## config.mk

```make
export PLATFORM = sky130hd
export DESIGN_NAME = kmeans_k2n2_ctrl
export DESIGN_NICKNAME = d
export VERILOG_FILES = /design/src/rtl/kmeans_pkg.sv /design/src/rtl/kmeans_addr_gen.sv /design/src/rtl/kmeans_k2n2_ctrl.sv
export SDC_FILE = /design/constraint.sdc
export NUM_CORES = 1
export LEC_CHECK = 0
export ABC_AREA = 1
export CORE_ASPECT_RATIO = 1.2
export CORE_UTILIZATION = 55
export DETAILED_ROUTE_END_ITERATION = 6
export HOLD_SLACK_MARGIN = 0.02
export PLACE_DENSITY = 0.91
export SETUP_SLACK_MARGIN = 0.3
export SLEW_MARGIN = 30
export SYNTH_ARGS = -nofsm -noshare
export SYNTH_HDL_FRONTEND = slang
export SYNTH_SLANG_ARGS = --single-unit
```

## constraint.sdc

```tcl
create_clock -name clk -period 2 [get_ports clk]
set_input_delay 0.2 -clock clk [delete_from_list [all_inputs] [get_ports clk]]
set_output_delay 0.2 -clock clk [all_outputs]
set_load 0.1 [all_outputs]
```

## src/rtl/kmeans_pkg.sv

```systemverilog
// Shared constants and FSM state type for the k=2, n=2 k-means block.
package kmeans_pkg;

  localparam int unsigned k_clusters               = 2;
  localparam int unsigned n_dims                   = 2;
  localparam int unsigned data_width               = 16;
  localparam int unsigned input_data_qty_bit_width = 8;
  localparam int unsigned iter_width               = 5;

  typedef enum logic [2:0] {
    S_IDLE,
    S_CLEAR,
    S_STREAM,
    S_DRAIN,
    S_UPDATE,
    S_WAIT_UPD,
    S_CHECK,
    S_DONE
  } state_t;

endpackage

```

## src/rtl/kmeans_addr_gen.sv

```systemverilog
// Point address counter: zeroed by clr, steps while valid, wraps to 0 after the last point.
module kmeans_addr_gen
  import kmeans_pkg::*;
#(
  parameter int unsigned addr_width = 8,
  parameter int unsigned qty        = 256
) (
  input  logic                  clk,
  input  logic                  rst,
  input  logic                  clr,
  input  logic                  en_next,
  output logic [addr_width-1:0] addr,
  output logic                  valid,
  output logic                  last
);

  localparam logic [addr_width-1:0] last_addr = addr_width'(qty - 1);

  logic [addr_width-1:0] addr_q, addr_d;
  logic                  valid_q, valid_d;

  // next address and registered valid (valid mirrors the STREAM state)
  always_comb begin
    addr_d  = addr_q;
    valid_d = en_next;
    if (clr) begin
      addr_d = '0;
    end else if (valid_q) begin
      addr_d = (addr_q == last_addr) ? '0 : addr_q + addr_width'(1);
    end
  end

  // address/valid registers
  always_ff @(posedge clk or posedge rst) begin
    if (rst) begin
      addr_q  <= '0;
      valid_q <= 1'b0;
    end else begin
      addr_q  <= addr_d;
      valid_q <= valid_d;
    end
  end

  assign addr  = addr_q;
  assign valid = valid_q;
  assign last  = valid_q && (addr_q == last_addr);

endmodule

```

## src/rtl/kmeans_k2n2_ctrl.sv

```systemverilog
// Iteration sequencer for the k=2, n=2 k-means datapath (clear, stream, drain, update, check).
module kmeans_k2n2_ctrl
  import kmeans_pkg::*;
#(
  parameter int unsigned input_data_qty_bit_width = 8,
  parameter int unsigned input_data_qty           = 256,
  parameter int unsigned pipe_latency             = 4,
  parameter int unsigned max_iter                 = 16,
  parameter int unsigned iter_width               = 5
) (
  input  logic                                clk,
  input  logic                                rst,
  input  logic                                start,
  output logic [input_data_qty_bit_width-1:0] rd_addr,
  output logic                                rd_valid,
  output logic                                acc_clr,
  output logic                                upd_start,
  input  logic                                upd_done,
  input  logic                                centroids_changed,
  output logic                                busy,
  output logic                                done,
  output logic                                converged,
  output logic [iter_width-1:0]               iter_count
);

  localparam int unsigned drain_width = (pipe_latency > 1) ? $clog2(pipe_latency) : 1;
  localparam logic [drain_width-1:0] drain_load = drain_width'(pipe_latency - 1);
  localparam logic [iter_width-1:0]  iter_cap   = iter_width'(max_iter);

  state_t                 state_q, state_d;
  logic [drain_width-1:0] drain_q, drain_d;
  logic [iter_width-1:0]  iter_q, iter_d;
  logic                   changed_q, changed_d;
  logic                   converged_q, converged_d;
  logic                   done_q, done_d;
  logic                   busy_q, busy_d;
  logic                   acc_clr_q, acc_clr_d;
  logic                   upd_start_q, upd_start_d;
  logic                   addr_last;

  kmeans_addr_gen #(
    .addr_width (input_data_qty_bit_width),
    .qty        (input_data_qty)
  ) u_addr_gen (
    .clk     (clk),
    .rst     (rst),
    .clr     (state_q == S_CLEAR),
    .en_next (state_d == S_STREAM),
    .addr    (rd_addr),
    .valid   (rd_valid),
    .last    (addr_last)
  );

  // next state, counters and registered-output values
  always_comb begin
    state_d     = state_q;
    drain_d     = drain_q;
    iter_d      = iter_q;
    changed_d   = changed_q;
    converged_d = converged_q;
    case (state_q)
      S_IDLE: begin
        if (start) begin
          state_d = S_CLEAR;
          iter_d  = '0;
        end
      end
      S_CLEAR:  state_d = S_STREAM;
      S_STREAM: begin
        if (addr_last) begin
          state_d = S_DRAIN;
          drain_d = drain_load;
        end
      end
      S_DRAIN: begin
        if (drain_q == '0) state_d = S_UPDATE;
        else               drain_d = drain_q - drain_width'(1);
      end
      S_UPDATE: state_d = S_WAIT_UPD;
      S_WAIT_UPD: begin
        if (upd_done) begin
          changed_d = centroids_changed;
          iter_d    = iter_q + iter_width'(1);
          state_d   = S_CHECK;
        end
      end
      S_CHECK: begin
        if (!changed_q) begin
          state_d     = S_DONE;
          converged_d = 1'b1;
        end else if (iter_q == iter_cap) begin
          state_d     = S_DONE;
          converged_d = 1'b0;
        end else begin
          state_d = S_CLEAR;
        end
      end
      S_DONE: begin
        if (start) begin
          state_d     = S_CLEAR;
          iter_d      = '0;
          converged_d = 1'b0;
        end
      end
      default: state_d = S_IDLE;
    endcase
    acc_clr_d   = (state_d == S_CLEAR);
    upd_start_d = (state_d == S_UPDATE);
    done_d      = (state_d == S_DONE);
    busy_d      = (state_d != S_IDLE) && (state_d != S_DONE);
  end

  // state and output registers
  always_ff @(posedge clk or posedge rst) begin
    if (rst) begin
      state_q     <= S_IDLE;
      drain_q     <= '0;
      iter_q      <= '0;
      changed_q   <= 1'b0;
      converged_q <= 1'b0;
      done_q      <= 1'b0;
      busy_q      <= 1'b0;
      acc_clr_q   <= 1'b0;
      upd_start_q <= 1'b0;
    end else begin
      state_q     <= state_d;
      drain_q     <= drain_d;
      iter_q      <= iter_d;
      changed_q   <= changed_d;
      converged_q <= converged_d;
      done_q      <= done_d;
      busy_q      <= busy_d;
      acc_clr_q   <= acc_clr_d;
      upd_start_q <= upd_start_d;
    end
  end

  assign acc_clr    = acc_clr_q;
  assign upd_start  = upd_start_q;
  assign busy       = busy_q;
  assign done       = done_q;
  assign converged  = converged_q;
  assign iter_count = iter_q;

endmodule

```

# Word-level counts from Yosys, hierarchy flattened
# Cells that the tools add are included.
[totals]
reg_bits = 25
input_bits = 5
output_inout_bits = 19
wordCells = 68
[op_classes]
add_sub_neg = 3
eq_ne = 20
muxes = 20
reduce_logical = 14
[op_table]
columns = ["cell", "count"]
rows = [
  ["$mux 8", 3],
  ["$pmux 3 s7", 1],
  ["$eq 3x3->1 const B", 6],
  ["$mux 3", 6],
  ["$mux 5", 2],
  ["$pmux 5 s2", 1],
  ["$eq 3x2->1 const B", 3],
  ["$reduce_and 3->1", 3],
  ["$add 8x1->8 const B", 1],
  ["$eq 8x8->1 const B", 1],
  ["$ne 2x2->1 const B", 4],
  ["$reduce_bool 2->1", 4],
  ["$eq 3x1->1 const B", 2],
  ["$ne 3x3->1 const B", 2],
  ["$add 5x1->5 const B", 1],
  ["$eq 5x5->1 const B", 1],
  ["$mux 2", 2],
  ["$pmux 2 s2", 1],
  ["$logic_not 3->1", 1],
  ["$mux 1", 3],
  ["$reduce_bool 3->1", 1],
  ["$logic_and 1x1->1", 2],
  ["$logic_not 2->1", 1],
  ["$ne 2x1->1 const B", 1],
  ["4 further kinds", 4],
]

# Longest topological paths before layout
# Gate-level depths: netlist of the first run.
[logic_depth]
depth_word = 6
mapped_depth = 10
depth_no_buf = 10

# Modules after synthesis
# A second synthesis of the first run with hierarchy kept.
[hier_totals]
cells_unflattened = 175
area_unflattened_um2 = 1420.1
[modules_own_cells]
columns = ["mod", "instances", "cells_per_inst", "area_per_inst_um2", "seq_area_each_um2"]
rows = [
  ["kmeans_k2n2_ctrl", 1, 108, 897.1, 400.4],
  ["kmeans_addr_gen", 1, 67, 523.0, 225.2],
]

# Least setup slack after synthesis of the first run
# Ideal clock, no wire load.
[synth_timing]
path_kind = "flip-flop to flip-flop"
start = "register u_addr_gen.addr_q[1] (netlist: u_addr_gen.addr[1])"
end = "register drain_q[1]"
setup_time_ns = 0.119
arrival_ns = 1.940
t_required_ns = 1.881
setup_slack_ns = -0.059
path_stages_with_launch = 8
path_buffers = 0
synth_period_minus_slack_ns = 2.059
path_cell_list = "dfrtp_1 -> ha_1 -> nand2_1 -> nor2_1 -> nand3_1 -> nand2_1 -> nand2_1 -> o21a_1"
[synth_between]
elab_chain_len = 4
[synth_rtl]
columns = ["element", "line", "source"]
rows = [
  ["start, declared", "kmeans_addr_gen.sv:19", "logic [addr_width-1:0] addr_q, addr_d;"],
  ["start signal, assigned", "kmeans_addr_gen.sv:39", "addr_q <= addr_d;"],
  ["$eq 8x8->1", "kmeans_addr_gen.sv:46", "assign last = valid_q && (addr_q == last_addr);"],
  ["$logic_and 1x1->1", "kmeans_addr_gen.sv:46", ""],
  ["$ne 2x2->1 (no line)", "-", ""],
  ["$reduce_and 3->1 (no line)", "-", ""],
  ["end signal, assigned", "kmeans_k2n2_ctrl.sv:127", "drain_q <= drain_d;"],
  ["end, declared", "kmeans_k2n2_ctrl.sv:31", "logic [drain_width-1:0] drain_q, drain_d;"],
]
# Every way passes these cells.
# A chain may end at the register's enable or synchronous reset.

# Worst setup path in the final report of the first run
[layout_timing]
start = "register drain_q[0]"
end = "register acc_clr_q (netlist: acc_clr)"
[layout_between]
elab_chain_len = 4
[layout_rtl]
columns = ["element", "line", "source"]
rows = [
  ["$logic_not 2->1", "kmeans_k2n2_ctrl.sv:76", "if (drain_q == '0) state_d = S_UPDATE;"],
  ["$mux 3", "kmeans_k2n2_ctrl.sv:76", ""],
  ["$pmux 3 s7", "kmeans_k2n2_ctrl.sv:61", "case (state_q)"],
  ["$eq 3x1->1", "kmeans_k2n2_ctrl.sv:107", "acc_clr_d = (state_d == S_CLEAR);"],
  ["net acc_clr_d", "kmeans_k2n2_ctrl.sv:37", "logic acc_clr_q, acc_clr_d;"],
  ["end signal, assigned", "kmeans_k2n2_ctrl.sv:133", "acc_clr_q <= acc_clr_d;"],
  ["end, declared", "kmeans_k2n2_ctrl.sv:37", ""],
]
# The timed path passes the listed nets, and every way through them passes these cells.

==> results of run 1 <==
## through the flow
step / util, % / total power [W] / hold slack [ns]
after floorplan: - / 0.00211 / 0.226
after global placement: 68.1 / 0.00240 / 0.475
after detailed placement: 68.1 / 0.00246 / 0.487
after CTS: 69.4 / 0.00270 / 0.186
after global routing: 69.4 / 0.00287 / 0.200
final: 69.4 / 0.00269 / 0.167
## state kept, by name, summed over array words and instances, names as in the netlist
| signal | count |
|---|---|
| converged | 1 |
| drain_q | 2 |
| busy | 1 |
| iter_count | 5 |
| changed_q | 1 |
| u_addr_gen.valid | 1 |
| u_addr_gen.addr | 8 |
| state_q | 3 |
| upd_start | 1 |
| acc_clr | 1 |
| done | 1 |
## per-layer routing
metal  vias up  share of wire, %  wire, µm  global-route usage (%)
met2        29                55      1450                    41.5
met1       543                39      1020                    25.9
met4         0               2.6        69                    14.7
met5         -                 0         0                       0
li1        579                 -         -                       -
met3         7               3.6        95                    4.25
## cell type report
type	instances	area (µm²)	area share [%]
Clock inverter	1	7.51	0.474
Multi-Input combinational cell	111	568	35.9
Timing Repair Buffer	24	190	12.0
Tap cell	31	38.8	2.45
Inverter	31	116	7.35
Clock buffer	3	22.5	1.42
Sequential cell	25	641	40.4
## kinds of logic (layout without fill, tap and decap cells)
kind of cell	Yosys count	after routing	share of synthesized area, %
buffers and inverters	31	59	8.88
adder cells (fa/ha/maj)	4	4	3.82
AO/OA/AOI/OAI	23	23	9.55
flip-flops	25	25	47.8
XOR/XNOR	3	3	2.01
AND/OR/NAND/NOR	81	81	28.0
## cell usage in the layout (no fill, tap or decap)
cell             synthesis  layout
nand2_1                 40      40
inv_1                   30      30
buf_4                    0      20
nor2_1                  15      15
dfrtp_1                 25      13
dfrtp_2                  0      12
nand3_1                 11      11
o21ai_0                 10      10
a21oi_1                  9       9
nor2_2                   5       5
ha_1                     4       4
clkdlybuf4s50_1          0       4
nand3_2                  3       3
xor2_1                   3       3
clkbuf_4                 0       3
nor3_1                   2       2
nand2_2                  2       2
nand3b_1                 2       2
inv_2                    1       1
a21oi_2                  1       1
a31oi_1                  1       1
o21bai_1                 1       1
o21a_1                   1       1
and2_1                   1       1
clkinvlp_4               0       1
## worst min-delay path: cells and delay by family
kind	cells	cell delay, ns
buffers and inverters	3	0.74
## worst max-delay path by stage
| stage | end | slack (ns) | cells past startpoint |
|---|---|---|---|
| after floorplan | drain_q[1]$_DFFE_PP0P_ | 0.26 | 7 |
| after global placement | busy$_DFF_PP0_ | 0.61 | 8 |
| after detailed placement | busy$_DFF_PP0_ | 0.55 | 8 |
| after CTS | acc_clr$_DFF_PP0_ | 0.55 | 9 |
| after global routing | u_addr_gen.valid$_DFF_PP0_ | 0.38 | 9 |
| final | acc_clr$_DFF_PP0_ | 0.58 | 9 |
## power groups by stage
stage	combinational, W	sequential [W]	clock [W]
6_report	0.00161	0.000835	0.000249
4_1_cts	0.00161	0.000835	0.000255
2_1_floorplan	0.000501	0.00161	0
5_1_grt	0.00173	0.000861	0.000271
3_3_place_gp	0.00157	0.000838	0
3_5_place_dp	0.00161	0.000846	0
==> reports/qor.txt, run 1 <==
unrepaired setup endpoints after global routing -> no
Critical Path Max Stage Delay -> 0.38 ns
Ys Warns -> 0
worst min path class -> primary input to asynchronous set/reset pin
Ports -> 24
fin. max-slew vios -> 0
first-pass GRT wire length -> 4.46 mm
Overall Global Routing Usage -> 24.3%
#FFs+latches synth -> 25
crit path buf inv count -> 2
maximum clock rate -> 0.705 GHz
CTS Buffer Depth -> 2
drc violations -> 0
Detailed Route WL -> 2.64 mm
n_diodes -> 0
final instance area -> 0.00158 mm²
Num CTS Buffers -> 3
Psw -> 0.00158 W
CP startpoint kind -> flip-flop
CP max FO -> 4
Final Hold Fails -> 0
initial drt markers -> 40
outcome -> completed
sw frac -> 58.5%
height of the chip -> 55.5 µm
vias per std cell -> 5.12
cell area after placement -> 0.00155 mm²
sequential power share -> 31.0%
gp weighted congestion -> 0.922
Skew-Pair Late Insertion Delay -> 0.35 ns
Antenna Violating Nets Remaining -> 0
Initial Utilization -> 57.4%
TritonCTS clock tree -> built
chip width -> 46.6 µm
largest net degree at the start of global routing -> 26
htree depth -> 1
Synth area leader -> dfrtp_1
WL per Instance -> 11.7 µm
Post-synth ARST share -> 100%
Final Non-Filler Cells -> 226
vias in the first global route -> 1129
combinational power share -> 59.7%
Tcrit/Tclk final -> 71.0%
pwr/cell area -> 1700 mW/mm²
Worst Skew -> 0.0175 ns
Syn-to-layout area delta -> 20.9%
num rows -> 19
total internal power -> 0.00112 W
crit path launch -> drain_q[0]$_DFFE_PP0P_
I/O Buffers -> 23
MaxCap Viol Count -> 0
Final min period -> 1.42 ns
leakage -> 0.844 nW
startpoint of the worst register-to-register path -> drain_q[0]$_DFFE_PP0P_
initial antenna violation count -> 0
Arrival @ worst endpoint -> 1.72 ns
power share of the clock group -> 9.3%
depth of the worst register-to-register path -> 9
Post-CTS Setup Inserts -> 0
Setup Viol. Count Final -> 0
Worst slew margin -> 78.1%
Post-Syn Nets -> 176
CTS sink count -> 25
core box area -> 0.00228 mm²
crit-path most repeated cell -> nand2_1
clock-pin slew on the worst setup and hold paths -> 0.15 ns
Mapped Avg Cell Area -> 7.84 µm²
DRT Pass-1 Iters -> 4
critical path's slowest cell -> dfrtp_1
placed cell count -> 222
overall via count from detail_route -> 1158
Synth cell types -> 20
grt ovf -> 0
Top delay family on crit path -> simple AND/OR/NAND/NOR gates
Seq/Total Area, Yosys -> 47.8%
critical-path cell list -> inv_1 > ha_1 > nand2_1 > inv_1 > nand2_1 > o21ai_0 > nor2_2 > nand2_1 > nor2_1
reg2reg end -> acc_clr$_DFF_PP0_
leading cell types by total area after synthesis -> dfrtp_1 48%, nand2_1 11%, inv_1 8.6%, nor2_1 4.3%, nand3_1 4.2%
Least-Margin Pin Slew -> 0.324 ns
commonest cells in the synthesized netlist -> 40 x nand2_1, 30 x inv_1, 25 x dfrtp_1
cell with the most instances after synthesis -> nand2_1
die area -> 0.00258 mm²
CP Class -> flip-flop to flip-flop
Sum Neg Setup Slack -> 0 ns
Worst Setup End Kind -> flip-flop
ys flop type -> dfrtp_1
# hold bufs at CTS -> 0
Synth top area share -> 47.8%
EDFF count, synth -> 0
post-synthesis cell count -> 167
post_cts resized -> 0
Synth Cell Area -> 0.00131 mm²
detailed placement HPWL -> 2.07 mm
Clock Root Buffer -> clkbuf_4
# nets final -> 205
CP required -> 2.30 ns
R2R Setup Slk -> 0.58 ns
final setup margin -> 0.581 ns
dpl ws -> 0.552 ns
layout cell share with drive strength beyond 1 -> 24.6%
Fill cells -> 194
Worst VDD drop -> 0.00107 V
Power figures use the tool's default switching activity.
==> run 2, diff against run 1 <==
- CORE_UTILIZATION: 55 -> 51
- PLACE_DENSITY: 0.91 -> 0.86
- clock period: 2 -> 1.5 ns (I/O delays scaled with it)
==> run 2 against run 1 <==
The run now fails in global routing. Synthesized cell count unchanged. Area after synthesis unchanged.
==> reports/qor.txt, run 2 <==
Synth Cell Area -> 0.00131 mm² (unchanged)
Post-Syn Nets -> 176 (unchanged)
Error -> [ERROR DPL-0038] Utilization greater than 100%, impossible to legalize
ys flop type -> dfrtp_1
cell with the most instances after synthesis -> nand2_1
#FFs+latches synth -> 25 (unchanged)
Initial Utilization -> 55.7% (-1.7 points)
Num CTS Buffers -> 3 (unchanged)
Synth area leader -> dfrtp_1
outcome -> stopped before the end
post-synthesis xor/xnor area fraction -> 2.01% (unchanged)
GR repair worst EP -> busy$_DFF_PP0_/D
EDFF count, synth -> 0 (unchanged)
Clock Root Buffer -> clkbuf_4
post-synthesis mux area share -> 0% (unchanged)
CTS Buffer Depth -> 2 (unchanged)
Synth top area share -> 47.8% (unchanged)
htree depth -> 1 (unchanged)
Stop stage -> global routing
post-synthesis compound-gate area fraction -> 9.55% (unchanged)
commonest cells in the synthesized netlist -> 40 x nand2_1, 30 x inv_1, 25 x dfrtp_1
Synth Area in Simple Gates -> 28.0% (unchanged)
WEP type -> register data pin
I/O Buffers -> 23 (unchanged)
detailed placement HPWL -> 2.56 mm (+24%)
post-synthesis cell count -> 167 (unchanged)
# hold bufs at CTS -> 0 (unchanged)
gp weighted congestion -> 0.830 (-10%)
CTS sink count -> 25 (unchanged)
leading cell types by total area after synthesis -> dfrtp_1 48%, nand2_1 11%, inv_1 8.6%, nor2_1 4.3%, nand3_1 4.2%
height of the chip -> 57.5 µm (+3.7%)
chip width -> 48.3 µm (+3.7%)
num rows -> 19 (unchanged)
Mapped Avg Cell Area -> 7.84 µm² (unchanged)
main combinational cell family by area after synthesis -> simple AND/OR/NAND/NOR gates
Seq/Total Area, Yosys -> 47.8% (unchanged)
Ys Warns -> 0 (unchanged)
Synth cell types -> 20 (unchanged)
Ports -> 24 (unchanged)
Post-Synth Adder-Cell Area -> 3.82% (unchanged)
largest net degree at the start of global routing -> 26
Post-synth ARST share -> 100% (unchanged)
-- run 2: through the flow --
stage	TNS [ns]	area [µm²]	cells	worst slack, ns
after detailed placement	0	1850	222	0.0775
after global placement	0	1850	222	0.144
after CTS	0	2110	237	0.149
after floorplan	-0.00493	1390	167	-0.00493
-- run 2: cell families after synthesis --
group	after synthesis
buf+inv	31
simple gates	81
fa+ha+maj	4
flops	25
compound gates	23
xor+xnor	3
-- run 2: repair_timing --
item | in CTS
endpoints found under the setup margin | 21
resized for setup | 38
cloned | 0
setup buffers | 11
hold endpoints to repair | 0
pin swaps | 10
==> run 3, diff against run 2 <==
- CORE_AREA: default -> 2 2 63 65
- CORE_ASPECT_RATIO: 1.2 -> default
- CORE_UTILIZATION: 51 -> default
- DIE_AREA: default -> 0 0 65 67
- HOLD_SLACK_MARGIN: 0.02 -> default
- PLACE_DENSITY: 0.86 -> default
- PLACE_DENSITY_LB_ADDON: default -> 0.15
- SETUP_SLACK_MARGIN: 0.3 -> default
==> run 3 against run 2 <==
The flow now finishes without violations.
==> reports/qor.txt, run 3 (synthesized netlist as in run 1, its figures left out) <==
outcome -> completed
maximum clock rate -> 0.721 GHz
cell area after placement -> 0.00186 mm² (+0.20%)
vias per std cell -> 4.64
# nets final -> 206
Num CTS Buffers -> 3 (unchanged)
Worst Setup End Kind -> flip-flop
Largest register FFs -> 8
sequential power share -> 29.7%
height of the chip -> 67 µm (+16%)
Top delay family on crit path -> simple AND/OR/NAND/NOR gates
Tcrit/Tclk final -> 92.4%
grt ovf -> 0
vias in the first global route -> 1062
Skew-Pair Late Insertion Delay -> 0.28 ns
Final Non-Filler Cells -> 244
core box area -> 0.00361 mm²
Final min period -> 1.39 ns
largest net degree at the start of global routing -> 26
Worst VDD drop -> 0.00129 V
dpl ws -> 0.101 ns (+0.0234 ns)
CP startpoint kind -> flip-flop
unrepaired setup endpoints after global routing -> yes
R2R Setup Slk -> 0.11 ns
crit-path most repeated cell -> nand2_1
Critical Path Max Stage Delay -> 0.53 ns
I/O Buffers -> 23 (unchanged)
fin util -> 53.0%
TritonCTS clock tree -> built
drc violations -> 0
Ports -> 24 (unchanged)
chip width -> 65 µm (+35%)
Initial Utilization -> 36.3% (-19 points)
combinational power share -> 60.5%
pwr/cell area -> 2190 mW/mm²
power share of the clock group -> 9.8%
Psw -> 0.00220 W
CP max FO -> 4
CP required -> 1.68 ns
CP Class -> flip-flop to flip-flop
WL per Instance -> 10.7 µm
critical-path cell list -> ha_4 > nand2_1 > nor2_2 > nand3_1 > nor2_1 > nor2_2 > nand2_1 > nand2_1 > nand2_1
crit path launch -> u_addr_gen.addr[1]$_DFFE_PP0P_
Final Hold Fails -> 0
Worst Skew -> 0.00861 ns
crit path buf inv count -> 0
critical path's slowest cell -> dfrtp_4
# hold bufs at CTS -> 0 (unchanged)
clock-pin slew on the worst setup and hold paths -> 0.09 ns
Least-Margin Pin Slew -> 0.314 ns
initial drt markers -> 33
Syn-to-layout area delta -> 45.9%
Fill cells -> 345
MaxCap Viol Count -> 0
CTS Buffer Depth -> 2 (unchanged)
first-pass GRT wire length -> 4.68 mm
die area -> 0.00436 mm²
n_diodes -> 0
startpoint of the worst register-to-register path -> u_addr_gen.addr[1]$_DFFE_PP0P_
Detailed Route WL -> 2.61 mm
Sum Neg Setup Slack -> 0 ns
fin. max-slew vios -> 0
worst min path class -> primary input to asynchronous set/reset pin
commonest non-fill, non-tap cell in the layout -> nand2_1
commonest cells after routing, fill and taps aside -> 40 x nand2_1, 28 x inv_1, 19 x buf_12
Overall Global Routing Usage -> 13.9%
final setup margin -> 0.113 ns
layout cell share with drive strength beyond 1 -> 28.6%
final instance area -> 0.00191 mm²
Worst slew margin -> 79.0%
num rows -> 22 (+3)
detailed placement HPWL -> 2.02 mm (-21%)
leakage -> 0.926 nW
DRT Pass-1 Iters -> 4
placed cell count -> 240 (+8.1%)
Arrival @ worst endpoint -> 1.57 ns
htree depth -> 1 (unchanged)
gp weighted congestion -> 0.799 (-3.7%)
Setup Viol. Count Final -> 0
total internal power -> 0.00198 W
Antenna Violating Nets Remaining -> 0
sw frac -> 52.6%
initial antenna violation count -> 0
Clock Root Buffer -> clkbuf_8
overall via count from detail_route -> 1131
CTS sink count -> 25 (unchanged)
-- run 3: layer usage --
metal,share of wire (%),up-vias,track usage (%)
li1,-,579,-
met1,45,527,18.8
met2,48,20,22.3
met3,4.7,5,2.87
met4,1.7,0,4.79
met5,0,-,0
-- run 3: worst min-delay path: stages --
cell             delay, ns
clkdlybuf4s50_1       0.40
inv_1                 0.05
buf_4                 0.30
-- run 3: power by group through the flow --
stage | logic [W] | clock network (W) | registers, W
final | 0.00253 | 0.000410 | 0.00124
after CTS | 0.00253 | 0.000422 | 0.00124
after detailed placement | 0.00252 | 0 | 0.00125
after global placement | 0.00250 | 0 | 0.00124
after floorplan | 0.000687 | 0 | 0.00219
after global routing | 0.00271 | 0.000449 | 0.00128
-- run 3: area by class of cell --
class                   count  area [µm²]  share of cell area [%]
well taps                  48        60.1                    3.14
multi-input cells         111         601                    31.4
flip-flops and latches     25         653                    34.2
clock buffers               3        41.3                    2.16
clock inverters             1        5.00                   0.262
repair buffers             25         435                    22.8
inverters                  31         116                    6.09
-- run 3: worst paths after layout --
path | to | cells after the start
worst min-delay path | u_addr_gen.addr[5]$_DFFE_PP0P_ | 3
max in group asynchronous | iter_count[1]$_DFFE_PP0P_ | 3
worst min register to register | drain_q[0]$_DFFE_PP0P_ | 2
min in group clk | changed_q$_DFFE_PP0P_ | 3
worst max register to register | busy$_DFF_PP0_ | 9
worst max-delay path | busy$_DFF_PP0_ | 9
-- run 3: stage by stage --
stage / total power [W] / hold WS (ns)
after floorplan: 0.00287 / 0.177
after global placement: 0.00374 / 0.469
after detailed placement: 0.00378 / 0.485
after CTS: 0.00420 / 0.246
after global routing: 0.00444 / 0.275
final: 0.00418 / 0.222
-- run 3: repair_timing --
item                                    CTS  global route
gates resized for setup                   0             3
endpoints found under the setup margin    0             3
setup buffers                             0             0
endpoints found under the hold margin     0             0
==> run 4, diff against run 3 <==
- SYNTH_HIERARCHICAL: default -> 1
==> run 4 against run 3 <==
Via count is 12% higher. Global-route usage is 2.1 points higher. Design area is 12% higher. Wire length is 21% higher. Combinational power is 25% higher. Utilization is 6.2 points higher. Critical endpoint unchanged. Largest cell class is now multi-input combinational cells.
==> reports/qor.txt, run 4 <==
outcome -> completed
vias in the first global route -> 1301 (+23%)
post-synthesis cell count -> 175 (+4.8%)
CP Class -> flip-flop to flip-flop
WL per Instance -> 12.0 µm (+12%)
reg2reg end -> busy$_DFF_PP0_
Critical Path Stages -> 11 (+2)
height of the chip -> 67 µm (unchanged)
Least-Margin Pin Slew -> 0.407 ns (+0.0932 ns)
gp weighted congestion -> 0.886 (+11%)
dpl ws -> -0.0107 ns (-0.112 ns)
CP max FO -> 4 (unchanged)
Arrival @ worst endpoint -> 1.65 ns (+0.08 ns)
depth of the worst register-to-register path -> 11 (+2)
leakage -> 0.974 nW (+5.2%)
placed cell count -> 254 (+5.8%)
MaxCap Viol Count -> 0 (unchanged)
vias per std cell -> 4.81 (+3.7%)
Overall Global Routing Usage -> 16.1% (+2.1 points)
htree depth -> 1 (unchanged)
final setup margin -> 0.0153 ns (-0.0980 ns)
Worst slew margin -> 72.8% (-6.2 points)
ys flop type -> dfrtp_1
Synth top area share -> 44.1% (-3.7 points)
Num CTS Buffers -> 3 (unchanged)
Detailed Route WL -> 3.16 mm (+21%)
die area -> 0.00436 mm² (unchanged)
TritonCTS clock tree -> built
Ports -> 24 (unchanged)
worst min path class -> primary input to asynchronous set/reset pin
Worst Setup End Kind -> flip-flop
Setup Viol. Count Final -> 0 (unchanged)
num rows -> 22 (unchanged)
drc violations -> 0 (unchanged)
critical path's slowest cell -> dfrtp_4
Final min period -> 1.48 ns (+0.0980 ns)
I/O Buffers -> 23 (unchanged)
CP required -> 1.66 ns (-0.02 ns)
Sum Neg Setup Slack -> 0 ns (unchanged)
Mapped Avg Cell Area -> 8.11 µm² (+3.4%)
EDFF count, synth -> 0 (unchanged)
Ys Warns -> 6 (+6)
unrepaired setup endpoints after global routing -> yes
Seq/Total Area, Yosys -> 44.1% (-3.7 points)
Top delay family on crit path -> simple AND/OR/NAND/NOR gates
n_diodes -> 0 (unchanged)
Initial Utilization -> 39.4% (+3.1 points)
layout cell share with drive strength beyond 1 -> 40.3% (+12 points)
Synth cell types -> 25 (+25%)
clock-pin slew on the worst setup and hold paths -> 0.08 ns (about the same)
leading cell types by total area after synthesis -> dfrtp_1 44%, nand2_1 9.0%, inv_1 7.9%, nand3_1 5.3%, ha_1 3.5%
Worst Skew -> 0.00344 ns (-0.00517 ns)
Syn-to-layout area delta -> 50.5%
largest net degree at the start of global routing -> 17 (-35%)
Final Non-Filler Cells -> 264 (+8.2%)
commonest non-fill, non-tap cell in the layout -> nand2_1
Synth area leader -> dfrtp_1
maximum clock rate -> 0.674 GHz (-6.6%)
# nets final -> 226 (+9.7%)
cell area after placement -> 0.00202 mm² (+9.1%)
Tcrit/Tclk final -> 99.0% (+6.5 points)
detailed placement HPWL -> 2.47 mm (+23%)
Largest register FFs -> 8 (unchanged)
crit path buf inv count -> 2 (+2)
core box area -> 0.00361 mm² (unchanged)
#FFs+latches synth -> 25 (unchanged)
DRT Pass-1 Iters -> 4 (unchanged)
CTS sink count -> 25 (unchanged)
overall via count from detail_route -> 1269 (+12%)
fin. max-slew vios -> 0 (unchanged)
R2R Setup Slk -> 0.02 ns (-0.10 ns)
pwr/cell area -> 2220 mW/mm² (+1.6%)
first-pass GRT wire length -> 5.44 mm (+16%)
Synth Cell Area -> 0.00142 mm² (+8.4%)
CTS Buffer Depth -> 2 (unchanged)
critical-path cell list -> ha_4 > inv_2 > nor2_4 > nand3_2 > inv_2 > nand3_2 > nand2_2 > nor2_4 > nand3_1 > nand2_1 > nand2_1
Total Power -> 0.00475 W (+14%)
Skew-Pair Late Insertion Delay -> 0.27 ns (about the same)
Post-synth ARST share -> 100% (unchanged)
Worst VDD drop -> 0.00144 V (+11%)
Final Hold Fails -> 0 (unchanged)
commonest cells after routing, fill and taps aside -> 34 x nand2_1, 26 x inv_1, 19 x buf_12
startpoint of the worst register-to-register path -> u_addr_gen/addr[0]$_DFFE_PP0P_
Antenna Violating Nets Remaining -> 0 (unchanged)
cell with the most instances after synthesis -> nand2_1
CP startpoint kind -> flip-flop
commonest cells in the synthesized netlist -> 34 x nand2_1, 30 x inv_1, 25 x dfrtp_1
initial drt markers -> 36 (+9.1%)
final instance area -> 0.00214 mm² (+12%)
Post-Syn Nets -> 184 (+4.5%)
chip width -> 65 µm (unchanged)
Critical Path Max Stage Delay -> 0.50 ns (-0.03 ns)
Clock Root Buffer -> clkbuf_8
grt ovf -> 0 (unchanged)
initial antenna violation count -> 0 (unchanged)
run 4: changes by cell type after synthesis, sizes merged, moves of 2 or more:
cell,delta
nand4,+5
nor2,+2
nand2,-2
a21oi,-7
o21ai,+2
buf,+2
nand3,+5
run 4: per-stage QoR:
step | hold slack [ns] | utilization (%)
2_1_floorplan | -0.0222 | -
3_3_place_gp | 0.469 | 56.1
3_5_place_dp | 0.482 | 56.1
4_1_cts | 0.191 | 57.8
5_1_grt | 0.222 | 59.3
6_report | 0.170 | 59.3
run 4: final cells by class:
cell class              count  area [µm²]
repair buffers             39         541
multi-input cells         117         707
well taps                  48        60.1
fillers                   296        1470
clock buffers               4        45.0
inverters                  31         119
flip-flops and latches     25         666
run 4: routing by layer:
metal / up-vias / part of all wire (%) / track usage [%] / wire, µm
li1: 639 / - / - / -
met1: 599 / 42 / 18.1 / 1330
met2: 26 / 53 / 30.8 / 1680
met3: 5 / 3.5 / 3.04 / 109
met4: 0 / 1.1 / 4.26 / 36
met5: - / 0 / 0 / 0
run 4: repair_timing:
item,in CTS,in global routing
resized for setup,0,12
buffers inserted,2,4
setup endpoints to repair,1,9
pin swaps,1,6
hold buffers,0,0
run 4: worst max path at each step:
stage | slack [ns] | startpoint | endpoint
final | 0.02 | u_addr_gen/addr[0]$_DFFE_PP0P_ | busy$_DFF_PP0_
after CTS | 0.002 | u_addr_gen/addr[1]$_DFFE_PP0P_ | busy$_DFF_PP0_
after global routing | -0.09 | u_addr_gen/addr[0]$_DFFE_PP0P_ | busy$_DFF_PP0_
after floorplan | -0.12 | u_addr_gen/addr[1]$_DFFE_PP0P_ | busy$_DFF_PP0_
after global placement | 0.03 | u_addr_gen/addr[1]$_DFFE_PP0P_ | busy$_DFF_PP0_
after detailed placement | -0.01 | u_addr_gen/addr[1]$_DFFE_PP0P_ | busy$_DFF_PP0_
run 4: cells by family (layout without fill, tap and decap cells):
family	after synthesis	count (layout)	share of synthesized area, %
AOI/OAI and AO/OA	18	18	6.87
xor gates and xnor gates	4	4	2.47
adders and majority gates	4	4	3.52
buffers and inverters	33	74	9.25
DFF	25	25	44.1
muxes	1	1	0.793
and+or+nand+nor	90	90	33.0
run 4: power breakdown:
group          leakage, nW  internal, W  switching [W]  total (W)
clock network       0.0228     0.000190       0.000203   0.000393
registers            0.304     0.000941       0.000251    0.00119
logic                0.647      0.00113        0.00204    0.00317
